[config.mk]
export PLATFORM = sky130hd
export DESIGN_NAME = tick_rate_controller
export DESIGN_NICKNAME = d
export VERILOG_FILES = /design/src/rtl/tick_ctl_pkg.sv /design/src/rtl/phase_counter.sv /design/src/rtl/tick_rate_controller.sv
export SDC_FILE = /design/constraint.sdc
export NUM_CORES = 1
export LEC_CHECK = 0
export BUFFER_PORTS_ARGS = -buffer_cell sky130_fd_sc_hd__buf_4
export CAP_MARGIN = 15
export CORE_MARGIN = 5
export CORE_UTILIZATION = 50
export DETAILED_ROUTE_END_ITERATION = 7
export GPL_TIMING_DRIVEN = 1
export HOLD_SLACK_MARGIN = 0.12
export PLACE_DENSITY = 0.74
export SLEW_MARGIN = 10
export SYNTH_ARGS = -nofsm -noshare
export SYNTH_HDL_FRONTEND = slang
export SYNTH_SLANG_ARGS = --single-unit
[constraint.sdc]
create_clock -name CLK100MHZ -period 8.5 [get_ports CLK100MHZ]
set_input_delay 2.55 -clock CLK100MHZ [delete_from_list [all_inputs] [get_ports CLK100MHZ]]
set_output_delay 2.55 -clock CLK100MHZ [all_outputs]
set_load 0.02 [all_outputs]
[src/rtl/tick_ctl_pkg.sv]
// Shared types and defaults for the tick rate controller.
package tick_ctl_pkg;

    typedef enum logic [1:0] {
        ST_IDLE = 2'd0,
        ST_HIGH = 2'd1,
        ST_LOW  = 2'd2
    } state_e;

    typedef enum logic [1:0] {
        MODE_FREE  = 2'd0,
        MODE_BURST = 2'd1
    } mode_e;

    localparam int unsigned DEFAULT_HALF = 500_000;

    // Reserved mode codes fall back to free-running.
    function automatic mode_e decode_mode(input logic [1:0] m);
        return (m == 2'd1) ? MODE_BURST : MODE_FREE;
    endfunction

endpackage

[src/rtl/phase_counter.sv]
// Phase up-counter with synchronous clear; flags the last cycle of a phase.
module phase_counter #(
    parameter int unsigned CTR_W = 27
) (
    input  logic             clk,
    input  logic             reset,
    input  logic             i_clr,
    input  logic [CTR_W-1:0] i_limit,
    output logic             o_terminal_c
);

    logic [CTR_W-1:0] r_ctr;

    always_ff @(posedge clk) begin
        if (reset || i_clr) begin
            r_ctr <= '0;
        end else begin
            r_ctr <= r_ctr + CTR_W'(1);
        end
    end

    // Limit is never zero, so limit-1 never underflows.
    assign o_terminal_c = (r_ctr == (i_limit - CTR_W'(1)));

endmodule

[src/rtl/tick_rate_controller.sv]
// Run/stop/burst sequencer for a programmable 50% duty clock divider with tick output.
module tick_rate_controller #(
    parameter int unsigned CTR_W        = 27,
    parameter int unsigned CNT_W        = 16,
    parameter int unsigned DEFAULT_HALF = tick_ctl_pkg::DEFAULT_HALF
) (
    input  logic             CLK100MHZ,
    input  logic             reset,
    input  logic             cfg_valid,
    output logic             cfg_ready,
    input  logic [CTR_W-1:0] cfg_half,
    input  logic [1:0]       cfg_mode,
    input  logic [CNT_W-1:0] cfg_count,
    input  logic             start,
    input  logic             stop,
    output logic             clk_out,
    output logic             tick,
    output logic             busy,
    output logic             done
);
    import tick_ctl_pkg::*;

    localparam logic [CTR_W-1:0] DEF_HALF = CTR_W'(DEFAULT_HALF);

    state_e           r_state, w_state_nxt;
    logic [CTR_W-1:0] r_sh_half, r_act_half, w_half_norm;
    mode_e            r_sh_mode, r_act_mode, w_eff_mode;
    logic [CNT_W-1:0] r_sh_count, r_act_count, w_eff_count;
    logic [CNT_W-1:0] r_remaining, w_rem_nxt;
    logic             r_cfg_ready, r_stop, r_clk_out, r_tick, r_busy, r_done;
    logic             w_clk_nxt, w_tick_nxt, w_done_nxt, w_stop_nxt, w_apply;
    logic             w_pending, w_cfg_fire, w_term_c, w_ctr_clr;

    assign w_pending   = ~r_cfg_ready;
    assign w_cfg_fire  = cfg_valid & r_cfg_ready;
    assign w_half_norm = (cfg_half == '0) ? CTR_W'(1) : cfg_half;
    // A pending shadow config governs a run started from IDLE.
    assign w_eff_mode  = w_pending ? r_sh_mode : r_act_mode;
    assign w_eff_count = w_pending ? r_sh_count : r_act_count;
    assign w_ctr_clr   = (r_state == ST_IDLE) || w_term_c;

    phase_counter #(.CTR_W(CTR_W)) u_phase (
        .clk          (CLK100MHZ),
        .reset        (reset),
        .i_clr        (w_ctr_clr),
        .i_limit      (r_act_half),
        .o_terminal_c (w_term_c)
    );

    always_comb begin
        w_state_nxt = r_state;
        w_clk_nxt   = r_clk_out;
        w_tick_nxt  = 1'b0;
        w_done_nxt  = 1'b0;
        w_stop_nxt  = r_stop;
        w_rem_nxt   = r_remaining;
        w_apply     = 1'b0;
        case (r_state)
            ST_IDLE: begin
                w_stop_nxt = 1'b0;
                w_apply    = w_pending;
                if (start) begin
                    if (w_eff_mode == MODE_BURST && w_eff_count == '0) begin
                        w_done_nxt = 1'b1;
                    end else begin
                        w_state_nxt = ST_HIGH;
                        w_clk_nxt   = 1'b1;
                        w_tick_nxt  = 1'b1;
                        w_rem_nxt   = w_eff_count;
                    end
                end
            end
            ST_HIGH: begin
                if (stop) w_stop_nxt = 1'b1;
                if (w_term_c) begin
                    w_state_nxt = ST_LOW;
                    w_clk_nxt   = 1'b0;
                end
            end
            ST_LOW: begin
                if (stop) w_stop_nxt = 1'b1;
                if (w_term_c) begin
                    if (r_stop || stop ||
                        (r_act_mode == MODE_BURST && r_remaining <= CNT_W'(1))) begin
                        w_state_nxt = ST_IDLE;
                        w_clk_nxt   = 1'b0;
                        w_done_nxt  = 1'b1;
                        w_stop_nxt  = 1'b0;
                    end else begin
                        // Period boundary: the only point a running config may change.
                        w_state_nxt = ST_HIGH;
                        w_clk_nxt   = 1'b1;
                        w_tick_nxt  = 1'b1;
                        if (w_pending) begin
                            w_apply   = 1'b1;
                            w_rem_nxt = r_sh_count;
                        end else if (r_act_mode == MODE_BURST) begin
                            w_rem_nxt = r_remaining - CNT_W'(1);
                        end
                    end
                end
            end
            default: w_state_nxt = ST_IDLE;
        endcase
    end

    always_ff @(posedge CLK100MHZ) begin
        if (reset) begin
            r_state     <= ST_IDLE;
            r_clk_out   <= 1'b0;
            r_tick      <= 1'b0;
            r_done      <= 1'b0;
            r_busy      <= 1'b0;
            r_stop      <= 1'b0;
            r_remaining <= '0;
            r_cfg_ready <= 1'b1;
            r_act_half  <= DEF_HALF;
            r_act_mode  <= MODE_FREE;
            r_act_count <= '0;
            r_sh_half   <= DEF_HALF;
            r_sh_mode   <= MODE_FREE;
            r_sh_count  <= '0;
        end else begin
            r_state     <= w_state_nxt;
            r_clk_out   <= w_clk_nxt;
            r_tick      <= w_tick_nxt;
            r_done      <= w_done_nxt;
            r_busy      <= (w_state_nxt != ST_IDLE);
            r_stop      <= w_stop_nxt;
            r_remaining <= w_rem_nxt;
            if (w_apply) begin
                r_act_half  <= r_sh_half;
                r_act_mode  <= r_sh_mode;
                r_act_count <= r_sh_count;
                r_cfg_ready <= 1'b1;
            end else if (w_cfg_fire) begin
                r_sh_half   <= w_half_norm;
                r_sh_mode   <= decode_mode(cfg_mode);
                r_sh_count  <= cfg_count;
                r_cfg_ready <= 1'b0;
            end
        end
    end

    assign cfg_ready = r_cfg_ready;
    assign clk_out   = r_clk_out;
    assign tick      = r_tick;
    assign busy      = r_busy;
    assign done      = r_done;

endmodule
After elaboration in Yosys (flattened, before gate mapping)
Index checks and enable logic that the tools add are counted.

Bitwise gates (word level): 3. Order comparisons: 1. Reductions and logical operators: 16. $add $sub $neg: 3. Multiplexer cells: 40. Eq/ne operators: 12.

Operators by type and width (number): 16-bit 2-to-1 mux (7); 16-bit one-hot mux with 2 select lines (1); 27-bit by 1-bit adder with 27-bit output (second input constant) (1); 27-bit equality test (1); 27-bit logical NOT (1); 27-bit 2-to-1 mux (1); 27-bit by 1-bit subtractor with 27-bit output (second input constant) (1); 1-bit 2-to-1 mux (20); 16-bit by 1-bit less-or-equal comparator with 1-bit output (second input constant) (1); 16-bit logical NOT (1); 16-bit by 1-bit subtractor with 16-bit output (second input constant) (1); 2-bit 2-to-1 mux (5); 2-bit inequality test (second input constant) (5); 2-bit by 1-bit equality test with 1-bit output (second input constant) (4); 1-bit one-hot mux with 2 select lines (3); 1-bit one-hot mux with 3 select lines (2); 2-bit one-hot mux with 3 select lines (1); 6-bit AND reduction (1); 5-bit AND reduction (1); 1-bit logical OR (4); 2-bit nonzero test (2); 3-bit inequality test (second input constant) (1); 3-bit nonzero test (1); 2-bit equality test (second input constant) (1); 6 further kinds (8).

Bits in registers: 141. Output and inout port bits: 5. Bits of input ports: 50. Logic and storage cells: 90.

Longest topological paths before layout
Gate-level depths: netlist of the first run.

Depth after elaboration: 8. Gate-level depth with buffers: 13. Depth with buffers taken out: 10.

By module
Synthesis of the first run repeated with hierarchy kept, for this count alone.

Cells, all modules: 898. Area total of the unflattened synthesis: 7124.3 um2.

Modules (own cells, without submodules): tick_rate_controller (seq. area each 2242.2 um2, cells each 621, instances 1, area each 4972.3 um2); phase_counter (seq. area each 540.5 um2, cells each 277, instances 1, area each 2152.1 um2).

Worst setup path after synthesis of the first run
No wires, ideal clock.

Path kind: input port to flip-flop. Start: input stop. End: register r_remaining[2]. Slack: 4463 ps. Buffers on the path: 1. Cell stages on the path: 5. Arrival time: 3914 ps. Cell sequence: nor4_1 nand3_1 o21a_1 buf_6 mux2_1.

Longest elaborated chain between the ends: 4.

RTL lines: start: declaration (line tick_rate_controller.sv:15) `input logic stop,`; 1-bit logical OR (2 in a row) (line tick_rate_controller.sv:83) `if (r_stop || stop ||`; 2-bit inequality test (no line); 6-bit AND reduction (no line); end signal: assignment (line tick_rate_controller.sv:130) `r_remaining <= w_rem_nxt;`; end: declaration (line tick_rate_controller.sv:29) `logic [CNT_W-1:0] r_remaining, w_rem_nxt;`.

Every way passes these cells. A chain may end at the register's enable or synchronous reset.

Worst setup path after layout of the first run
Start: register r_act_half[0]. End: register r_act_half[14].

Longest elaborated chain between the ends: 4.

RTL lines: start: declaration (line tick_rate_controller.sv:26) `logic [CTR_W-1:0] r_sh_half, r_act_half, w_half_norm;`; start signal: assignment (line tick_rate_controller.sv:132) `r_act_half <= r_sh_half;`; 27-bit by 1-bit subtractor with 27-bit output (line phase_counter.sv:23) `assign o_terminal_c = (r_ctr == (i_limit - CTR_W'(1)));`; 27-bit equality test (line phase_counter.sv:23); 1-bit 2-to-1 mux (line tick_rate_controller.sv:82) `if (w_term_c) begin`; 1-bit one-hot mux with 2 select lines (line tick_rate_controller.sv:58) `case (r_state)`.

Every way passes these cells.

==> results of run 1 <==
[cell families (layout without fill, tap and decap cells)]
group	count (synthesis)	in the layout	share of synthesized area [%]
xor+xnor	64	64	7.609
simple gates	406	406	25.76
compound gates	145	145	14.11
fa+ha+maj	8	8	1.359
buf+inv	70	108	4.959
flops	139	139	37.77
mux	61	61	8.424
[worst paths after layout]
path | from | end | slack, ns | cells after the start
worst min-delay path | clk_out | clk_out | 0.46 | 2
worst max-delay path | r_act_half[0] | r_act_half[14] | 4.03 | 11
worst max register to register | r_act_half[0] | r_act_half[14] | 4.03 | 11
worst min register to register | clk_out | clk_out | 0.46 | 2
[per-stage QoR]
step                      cell area, um2  hold WS (ns)  utilization, %  total power, uW  worst slack [ns]
after CTS                           8333        0.4551           57.55             1654             4.090
final                               8333        0.4572           57.55             1647             4.031
after floorplan                     7367        0.4349               -            872.7             4.463
after detailed placement            7745        0.4443           53.49            922.4             3.892
after global placement              7745        0.4398           53.49            919.9             3.925
after global routing                8333        0.4804           57.55             1711             3.751
[layer usage]
metal  vias up  track usage [%]  routed length [um]
met3        22            4.740                 922
met2       169            28.22                7404
li1       3206                -                   -
met4         0            5.143                 235
met5         -                0                   0
met1      3001            30.07                8899
[power breakdown]
group          internal, uW  total (uW)  switching (uW)
sequential              679         705            25.9
combinational          85.8         207             121
clock                   454         736             281
total                  1220        1650             428
[placed cells by master (no fill, tap or decap), types with 18 or more instances in the layout]
master	netlist	routed
a21oi_1	39	39
a22oi_1	20	20
buf_4	0	59
dfxtp_1	139	139
mux2i_1	53	53
nand2_1	163	163
nand3_1	29	29
nor2_1	98	97
nor3_1	18	18
nor4_1	23	23
xnor2_1	32	32
xor2_1	32	32
[worst register-to-register path, delay by kind of cell, from the launching register on]
| kind | cells | cell delay [ns] |
|---|---|---|
| buffers and inverters | 2 | 0.74 |
| AOI/OAI and AO/OA | 4 | 1.05 |
| and+or+nand+nor | 3 | 1.68 |
| muxes | 1 | 0.36 |
| adders and majority gates | 1 | 0.20 |
| DFF | 1 | 0.38 |
[registers in the layout, indices dropped and copies added, names as in the netlist, 2 cells and up]
register / flops
r_act_count: 16
r_act_half: 27
r_remaining: 16
r_sh_count: 16
r_sh_half: 27
r_state: 2
u_phase.r_ctr: 27
[area by class of cell]
type                            count  area [um2]  share of cell area [%]
Multi-Input combinational cell    684        4222                   50.66
Sequential cell                   139        2783                   33.39
Clock buffer                       22       474.2                   5.691
Timing Repair Buffer               59       442.9                   5.315
Tap cell                          184       230.2                   2.763
Clock inverter                      9       113.9                   1.366
Inverter                           18       67.56                  0.8108
==> flow_summary.yaml, run 1 <==
global_routing:
  grt_start_max_net_pins: 73
  track_usage_pct: 19.85
  grt_pass1_wl_um: 28920
  grt_overflow: 0
  antenna_found_initial: 0
  grt_pass1_vias: 5657
clocking:
  htreeDepth: 4
  clkTransAtPathRegs_ns: 0.06
  cts_tree: "built"
  cts_buffers: 17
  cts_hold_buf: 0
  cts_resized: 0
  cts_root_buf: "clkbuf_16"
  cts.sinks: 139
  clockBufferDepth: 2
  clock_latency_ns: 0.42
  post_cts_buffers: 0
synth:
  synth_area_leader_cell: "dfxtp_1"
  synth_top_area_share_pct: 37.77
  seq_area_frac_synth_pct: 37.77
  avgSynthCellArea_um2: 8.250
  synth_common_cells: "163 x nand2_1, 139 x dfxtp_1, 98 x nor2_1"
  synth-seq-cells: 139
  yosysUniqueCellTypes: 64
  async_flop_share_pct: 0
  synth_edf_count: 0
  synth_flop_cell: "dfxtp_1"
  yosysMostFrequentCell: "nand2_1"
  yosys-top-cells-area: "dfxtp_1 38%, nand2_1 8.3%, mux2i_1 7.2%"
  yosys_warnings: 0
  syn_nets: 951
  synthCells: 893
  synth_area_um2: 7367
final_layout:
  nFillCells: 1284
  drive_gt1_share_pct: 11.39
  nets: 977
  stdcell_count: 1115
  area_growth_pct: 13.11
  n_antenna_cell: 0
die:
  fp.coreArea_um2: 14480
  start_util_pct: 50.88
  ioPinCount: 55
  die_h_um: 131.4
  dieArea_um2: 17260
  core.rowCount: 44
  die_w_um: 131.4
sta:
  period_needed_ns: 4.469
  tightest_slew_ns: 0.9771
  finalCritPeriodShare_pct: 52.58
  setup_violations: 0
  final.setup.tns_ns: 0
  slew_violations: 0
  slew_headroom_pct: 34.79
  timing.final.hold_violations: 0
  rsz0062_at_grt: "false"
  max_freq_mhz: 223.7
  skew_ns: 0.006876
place:
  dp_hpwl_um: 12130
  port_buffers: 54
  gp_congestion: 0.8824
  dp_cells: 1084
power:
  p_leak_uw: 0.003088
  power_density_nw_per_um2: 197.7
  ir_drop_mv: 0.1498
detailed_routing:
  drtAntennaViolNets: 0
  via_count: 6398
  drc: 0
  dr.pass1.iters: 5
  wl_um: 17460
  drt_iter0_drc: 533
  wl_per_cell_um: 15.66
  viasPerCell: 5.738
setup_path:
  critPathTopFamily: "simple AND/OR/NAND/NOR gates"
  critPathBufInv: 2
  cp_slowest_cell: "or4_4"
  endpoint_kind: "register"
  crit_fanout: 45
  max_stage_delay_ns: 0.63
  criticalPathCategory: "reg2reg"
  required_ns: 8.84
  worstPathArrival_ns: 4.81
  crit_chain: "inv_1 > ha_1 > or3b_2 > nor4_4 > o2111ai_1 > a22oi_1 > a2bb2o_4 > or4_4 > o31ai_4 > buf_4 > mux2i_1"
  worstSetupStartpointType: "register"
min_path:
  hold_path.class: "reg2reg"
run:
  maxCapViolations: 0
status:
  status: "finished clean"
Power figures use the tool's default switching activity.
==> run 2: changes to the inputs <==
- clock period: 8.5 -> 4.6 ns (I/O delays scaled with it)
==> run 2 against run 1 <==
  * Sequential share of layout area decreased by 0.41 points
  * Global-route usage increased by 0.64 points
  * Setup slack got worse by 3.6 ns
  * Sequential power increased by 84%
  * Clock-buffer cell count decreased by 1
  * Critical path depth decreased by 4
  * Design area increased by 1.2%
  * Register-to-register slack got worse by 3.6 ns
  * Combinational power increased by 89%
  * Sequential cell count unchanged
  * Non-clock buffer count increased by 9
  * Maximum frequency increased by 8.0%
  * Largest power group unchanged
==> flow_summary.yaml, run 2 (same netlist as run 1, synthesis figures left out) <==
final_layout:
  ff_latch_area_um2: 2783
  nFillCells: 1280
  drive_gt1_share_pct: 12.43
  utilization_pct: 58.27
  area_growth_pct: 14.52
  nets: 986
  top_regs: "r_act_half (27), r_sh_half (27), u_phase.r_ctr (27)"
  layout_commonest_cell: "nand2_1"
  final_cell_mix: "163 x nand2_1, 139 x dfxtp_1, 98 x nor2_1, 67 x buf_4, 53 x mux2i_1"
  n_antenna_cell: 0
  multi_input_area_um2: 4219
setup_path:
  endpoint_kind: "register"
  worstPathArrival_ns: 4.44
  criticalPathCategory: "reg2reg"
  cp-startpoint: "r_act_half[2]"
  required_ns: 4.90
  worstSetupStartpointType: "register"
  crit_fanout: 16
  r2r-start: "r_act_half[2]"
detailed_routing:
  via_count: 6398
  wl_um: 17790
  drt_iter0_drc: 464
  drc: 0
  drtAntennaViolNets: 0
  viasPerCell: 5.687
  dr.pass1.iters: 5
  wl_per_cell_um: 15.81
sta:
  timing.final.hold_violations: 0
  slew_headroom_pct: 46.70
  max_freq_mhz: 241.5
  skew_ns: 0.008286
  final.setup.tns_ns: 0
  slew_violations: 0
  period_needed_ns: 4.140
  setup_violations: 0
  rsz0062_at_grt: "false"
  finalCritPeriodShare_pct: 90.00
  tightest_slew_ns: 0.7995
die:
  start_util_pct: 50.88
  die_w_um: 131.4
  ioPinCount: 55
  die_h_um: 131.4
  dieArea_um2: 17260
  fp.coreArea_um2: 14480
  core.rowCount: 44
global_routing:
  grt_pass1_vias: 5736
  grtUsageMet1_pct: 30.86
  grtUsageMet3_pct: 4.358
  met2_usage_pct: 28.50
  track_usage_pct: 20.49
  grt_overflow: 0
  antenna_found_initial: 0
  top_usage_layer: "met1"
  grt_start_max_net_pins: 72
  grt_pass1_wl_um: 29730
clocking:
  cts.sinks: 139
  cts_resized: 0
  clockBufferDepth: 2
  cts_tree: "built"
  cts_buffers: 17
  cts_root_buf: "clkbuf_16"
  cts_hold_buf: 0
  htreeDepth: 4
  post_cts_buffers: 0
  clkTransAtPathRegs_ns: 0.06
  clock_latency_ns: 0.42
run:
  maxCapViolations: 0
place:
  gp_congestion: 0.9136
  dp_hpwl_um: 12570
  port_buffers: 54
power:
  intPower_uw: 2282
  power.switching_uw: 814.6
  swShare_pct: 26.31
  seq_power_share_pct: 42.1
  power_density_nw_per_um2: 367.0
  combPwrFrac_pct: 12.6
  p_leak_uw: 0.003157
  ir_drop_mv: 0.2570
  power_frac_clock_pct: 45.3
min_path:
  hold_path.class: "reg2reg"
  holdCritStartpoint: "clk_out"
status:
  status: "finished clean"
-- run 2: cell count changes in the layout (fill, tap and decap cells not counted) --
cell        before  now
buf_4           59   67
clkbuf_1         2    0
clkinv_4         2    4
clkinvlp_4       3    1
inv_6            1    3
buf_12           0    1
clkbuf_8         3    4
nor2_1          97   98
nor2_2           1    0
-- run 2: power groups by stage --
stage | Sequential [uW] | Clock [uW] | Combinational, uW
CTS | 1300 | 1420 | 390
detailed placement | 1330 | 0 | 387
global placement | 1330 | 0 | 386
finish | 1300 | 1400 | 391
global route | 1310 | 1480 | 431
floorplan | 1310 | 0 | 298
-- run 2: final cells by class --
cell class	count	area share, %
Clock buffer	21	5.695
Clock inverter	11	1.587
Inverter	18	0.8008
Multi-Input combinational cell	684	50.01
Sequential cell	139	32.98
Tap cell	184	2.729
Timing Repair Buffer	68	6.199
-- run 2: through the flow --
stage	std cells	hold WS, ns	setup WS [ns]	instance area, um2	total power [uW]
4_1_cts	1125	0.4576	0.4778	8437	3115
3_5_place_dp	1093	0.4495	0.4827	7823	1715
2_1_floorplan	893	0.4349	1.125	7367	1613
6_report	1125	0.4568	0.4600	8437	3097
5_1_grt	1125	0.4781	0.05830	8437	3221
3_3_place_gp	1093	0.4371	0.6543	7823	1713
-- run 2: critical path, stage by stage, from the launching register on --
cell	delay (ns)
dfxtp_1	0.36
nor4_1	0.66
nand4_1	0.53
or4_4	0.67
a2bb2o_4	0.21
or4_4	0.62
o21a_1	0.51
mux2_1	0.44
-- run 2: worst paths after layout --
kind	endpoint	slack, ns	depth (start not counted)
setup / recovery	r_remaining[2]	0.46	7
hold / removal	clk_out	0.46	2
setup reg to reg	r_remaining[2]	0.46	7
hold reg to reg	clk_out	0.46	2
-- run 2: routing by layer --
| metal | wire [um] | part of all wire, % |
|---|---|---|
| met5 | 0 | 0 |
| met4 | 357 | 2.0 |
| met3 | 1076 | 6.0 |
| met2 | 7541 | 42 |
| met1 | 8812 | 50 |
==> run 3: changes to the inputs <==
--- a/config.mk
+++ b/config.mk
@@ -9,4 +9,6 @@
 export CAP_MARGIN = 15
+export CELL_PAD_IN_SITES_DETAIL_PLACEMENT = 1
+export CELL_PAD_IN_SITES_GLOBAL_PLACEMENT = 1
 export CORE_MARGIN = 5
-export CORE_UTILIZATION = 50
+export CORE_UTILIZATION = 46
 export DETAILED_ROUTE_END_ITERATION = 7
@@ -14,3 +16,4 @@
 export HOLD_SLACK_MARGIN = 0.12
-export PLACE_DENSITY = 0.74
+export PLACE_DENSITY = 0.86
+export SKIP_CTS_REPAIR_TIMING = 1
 export SLEW_MARGIN = 10
--- a/constraint.sdc
+++ b/constraint.sdc
@@ -3,2 +3,2 @@
 set_output_delay 1.38 -clock CLK100MHZ [all_outputs]
-set_load 0.02 [all_outputs]
+set_load 0.1 [all_outputs]
==> run 3 against run 2 <==
  * Total power fell by 0.68%
  * Via count is 5.3% higher
  * Highest routed layer unchanged
  * Non-clock buffer count is 1 lower
  * Maximum frequency decreased by 0.24%
  * Clock power is 4% lower
  * Critical path type unchanged
==> flow_summary.yaml, run 3 (same netlist as run 1, synthesis figures left out) <==
clocking:
  clkTransAtPathRegs_ns: 0.06
  clockBufferDepth: 2
  clock_latency_ns: 0.43
  cts_tree: "built"
  htreeDepth: 4
  cts_buffers: 17
  cts.sinks: 139
  cts_root_buf: "clkbuf_16"
final_layout:
  design_area_um2: 8422
  nFillCells: 1939
  top_regs: "r_act_half (27), r_sh_half (27), u_phase.r_ctr (27)"
  nets: 985
  n_antenna_cell: 0
  layout_commonest_cell: "nand2_1"
  area_growth_pct: 14.32
  drive_gt1_share_pct: 12.23
  final_cell_mix: "163 x nand2_1, 139 x dfxtp_1, 98 x nor2_1, 66 x buf_4, 53 x mux2i_1"
global_routing:
  grt_pass1_vias: 6800
  grt_overflow: 0
  track_usage_pct: 24.19
  grt_pass1_wl_um: 35730
  grt_start_max_net_pins: 72
  antenna_found_initial: 0
power:
  p_leak_uw: 0.003117
  ir_drop_mv: 0.2550
  seq_power_share_pct: 42.5
  swShare_pct: 29.35
  combPwrFrac_pct: 14.0
  intPower_uw: 2173
  power.switching_uw: 902.5
  power_density_nw_per_um2: 365.2
  power_frac_clock_pct: 43.5
setup_path:
  criticalPathCategory: "reg2reg"
  crit_fanout: 16
  worstRegToRegCells: 8
  crit_top_cell: "or4_4"
  cp_slowest_cell: "nor4_1"
  endpoint_kind: "register"
  critPathBufInv: 0
  max_stage_delay_ns: 0.63
  crit_cells: 8
  required_ns: 4.91
  critPathTopFamily: "simple AND/OR/NAND/NOR gates"
  worstSetupStartpointType: "register"
  worstPathArrival_ns: 4.46
  cp-startpoint: "r_act_half[2]"
  r2r-start: "r_act_half[2]"
  crit_chain: "nor4_1 > nand4_1 > or4_4 > o31ai_2 > nand4b_1 > or4_4 > o21a_1 > mux2_1"
detailed_routing:
  drtAntennaViolNets: 0
  via_count: 6737
  viasPerCell: 5.828
  wl_per_cell_um: 18.72
  drc: 0
  dr.pass1.iters: 5
  drt_iter0_drc: 570
  wl_um: 21640
die:
  dieArea_um2: 18650
  die_h_um: 136.6
  ioPinCount: 55
  core.rowCount: 46
  die_w_um: 136.6
  fp.coreArea_um2: 15770
  start_util_pct: 46.72
run:
  maxCapViolations: 0
min_path:
  holdCritStartpoint: "clk_out"
  whs_path_depth: 2
  hold_path.class: "reg2reg"
sta:
  skew_ns: 0.009160
  tightest_slew_ns: 0.8129
  slew_headroom_pct: 45.81
  whs_ns: 0.4496
  timing.final.hold_violations: 0
  setup_violations: 0
  period_needed_ns: 4.150
  finalCritPeriodShare_pct: 90.22
  max_freq_mhz: 241.0
  final.setup.tns_ns: 0
  rsz0062_at_grt: "false"
  slew_violations: 0
  final.setup.worst_slack_ns: 0.4498
status:
  status: "finished clean"
place:
  port_buffers: 54
  pre_cts_slack_ns: 0.5221
  dp_hpwl_um: 15250
  placed_area_um2: 7855
  gp_congestion: 0.9345
[run 3: cell types whose count changed in the layout (fill, tap and decap cells not counted)]
cell        before  now
clkinvlp_4       1    4
inv_6            3    4
buf_4           67   66
inv_8            0    1
bufinv_16        2    1
clkinv_4         4    3
clkbuf_8         4    0
clkbuf_1         0    1
[run 3: layout make-up]
type	instances	area (um2)	area share, %
Multi-Input combinational cell	684	4219	50.10
Clock inverter	14	137.6	1.634
Sequential cell	139	2783	33.04
Timing Repair Buffer	67	515.5	6.121
Tap cell	216	270.3	3.209
Inverter	18	67.56	0.8023
Clock buffer	18	429.2	5.096
[run 3: final timing paths]
check	end	slack [ns]
worst min register to register	clk_out	0.45
worst max-delay path	r_remaining[8]	0.45
worst min-delay path	clk_out	0.45
worst max register to register	r_remaining[8]	0.45
[run 3: metal layers]
metal,track usage (%),up-vias,share of wire (%)
li1,-,3235,-
met1,33.66,3312,48
met2,38.17,156,46
met3,4.485,34,4.3
met4,7.391,0,1.9
met5,0,-,0
[run 3: power by group through the flow]
stage | clock network [uW] | registers [uW] | logic [uW]
CTS | 1350 | 1310 | 432
detailed placement | 0 | 1330 | 425
floorplan | 0 | 1340 | 298
global route | 1420 | 1310 | 470
global placement | 0 | 1330 | 414
finish | 1340 | 1310 | 431
[run 3: tightest hold or removal path, cell delays in order, from the launching register on]
cell	delay, ns
dfxtp_1	0.31
inv_1	0.05
a21oi_1	0.05
[run 3: stage by stage]
step	instances	total power (uW)	utilization, %
5_1_grt	1156	3201	53.40
4_1_cts	1156	3088	53.40
2_1_floorplan	893	1638	-
3_5_place_dp	1124	1755	49.81
6_report	1156	3075	53.40
3_3_place_gp	1124	1742	49.81
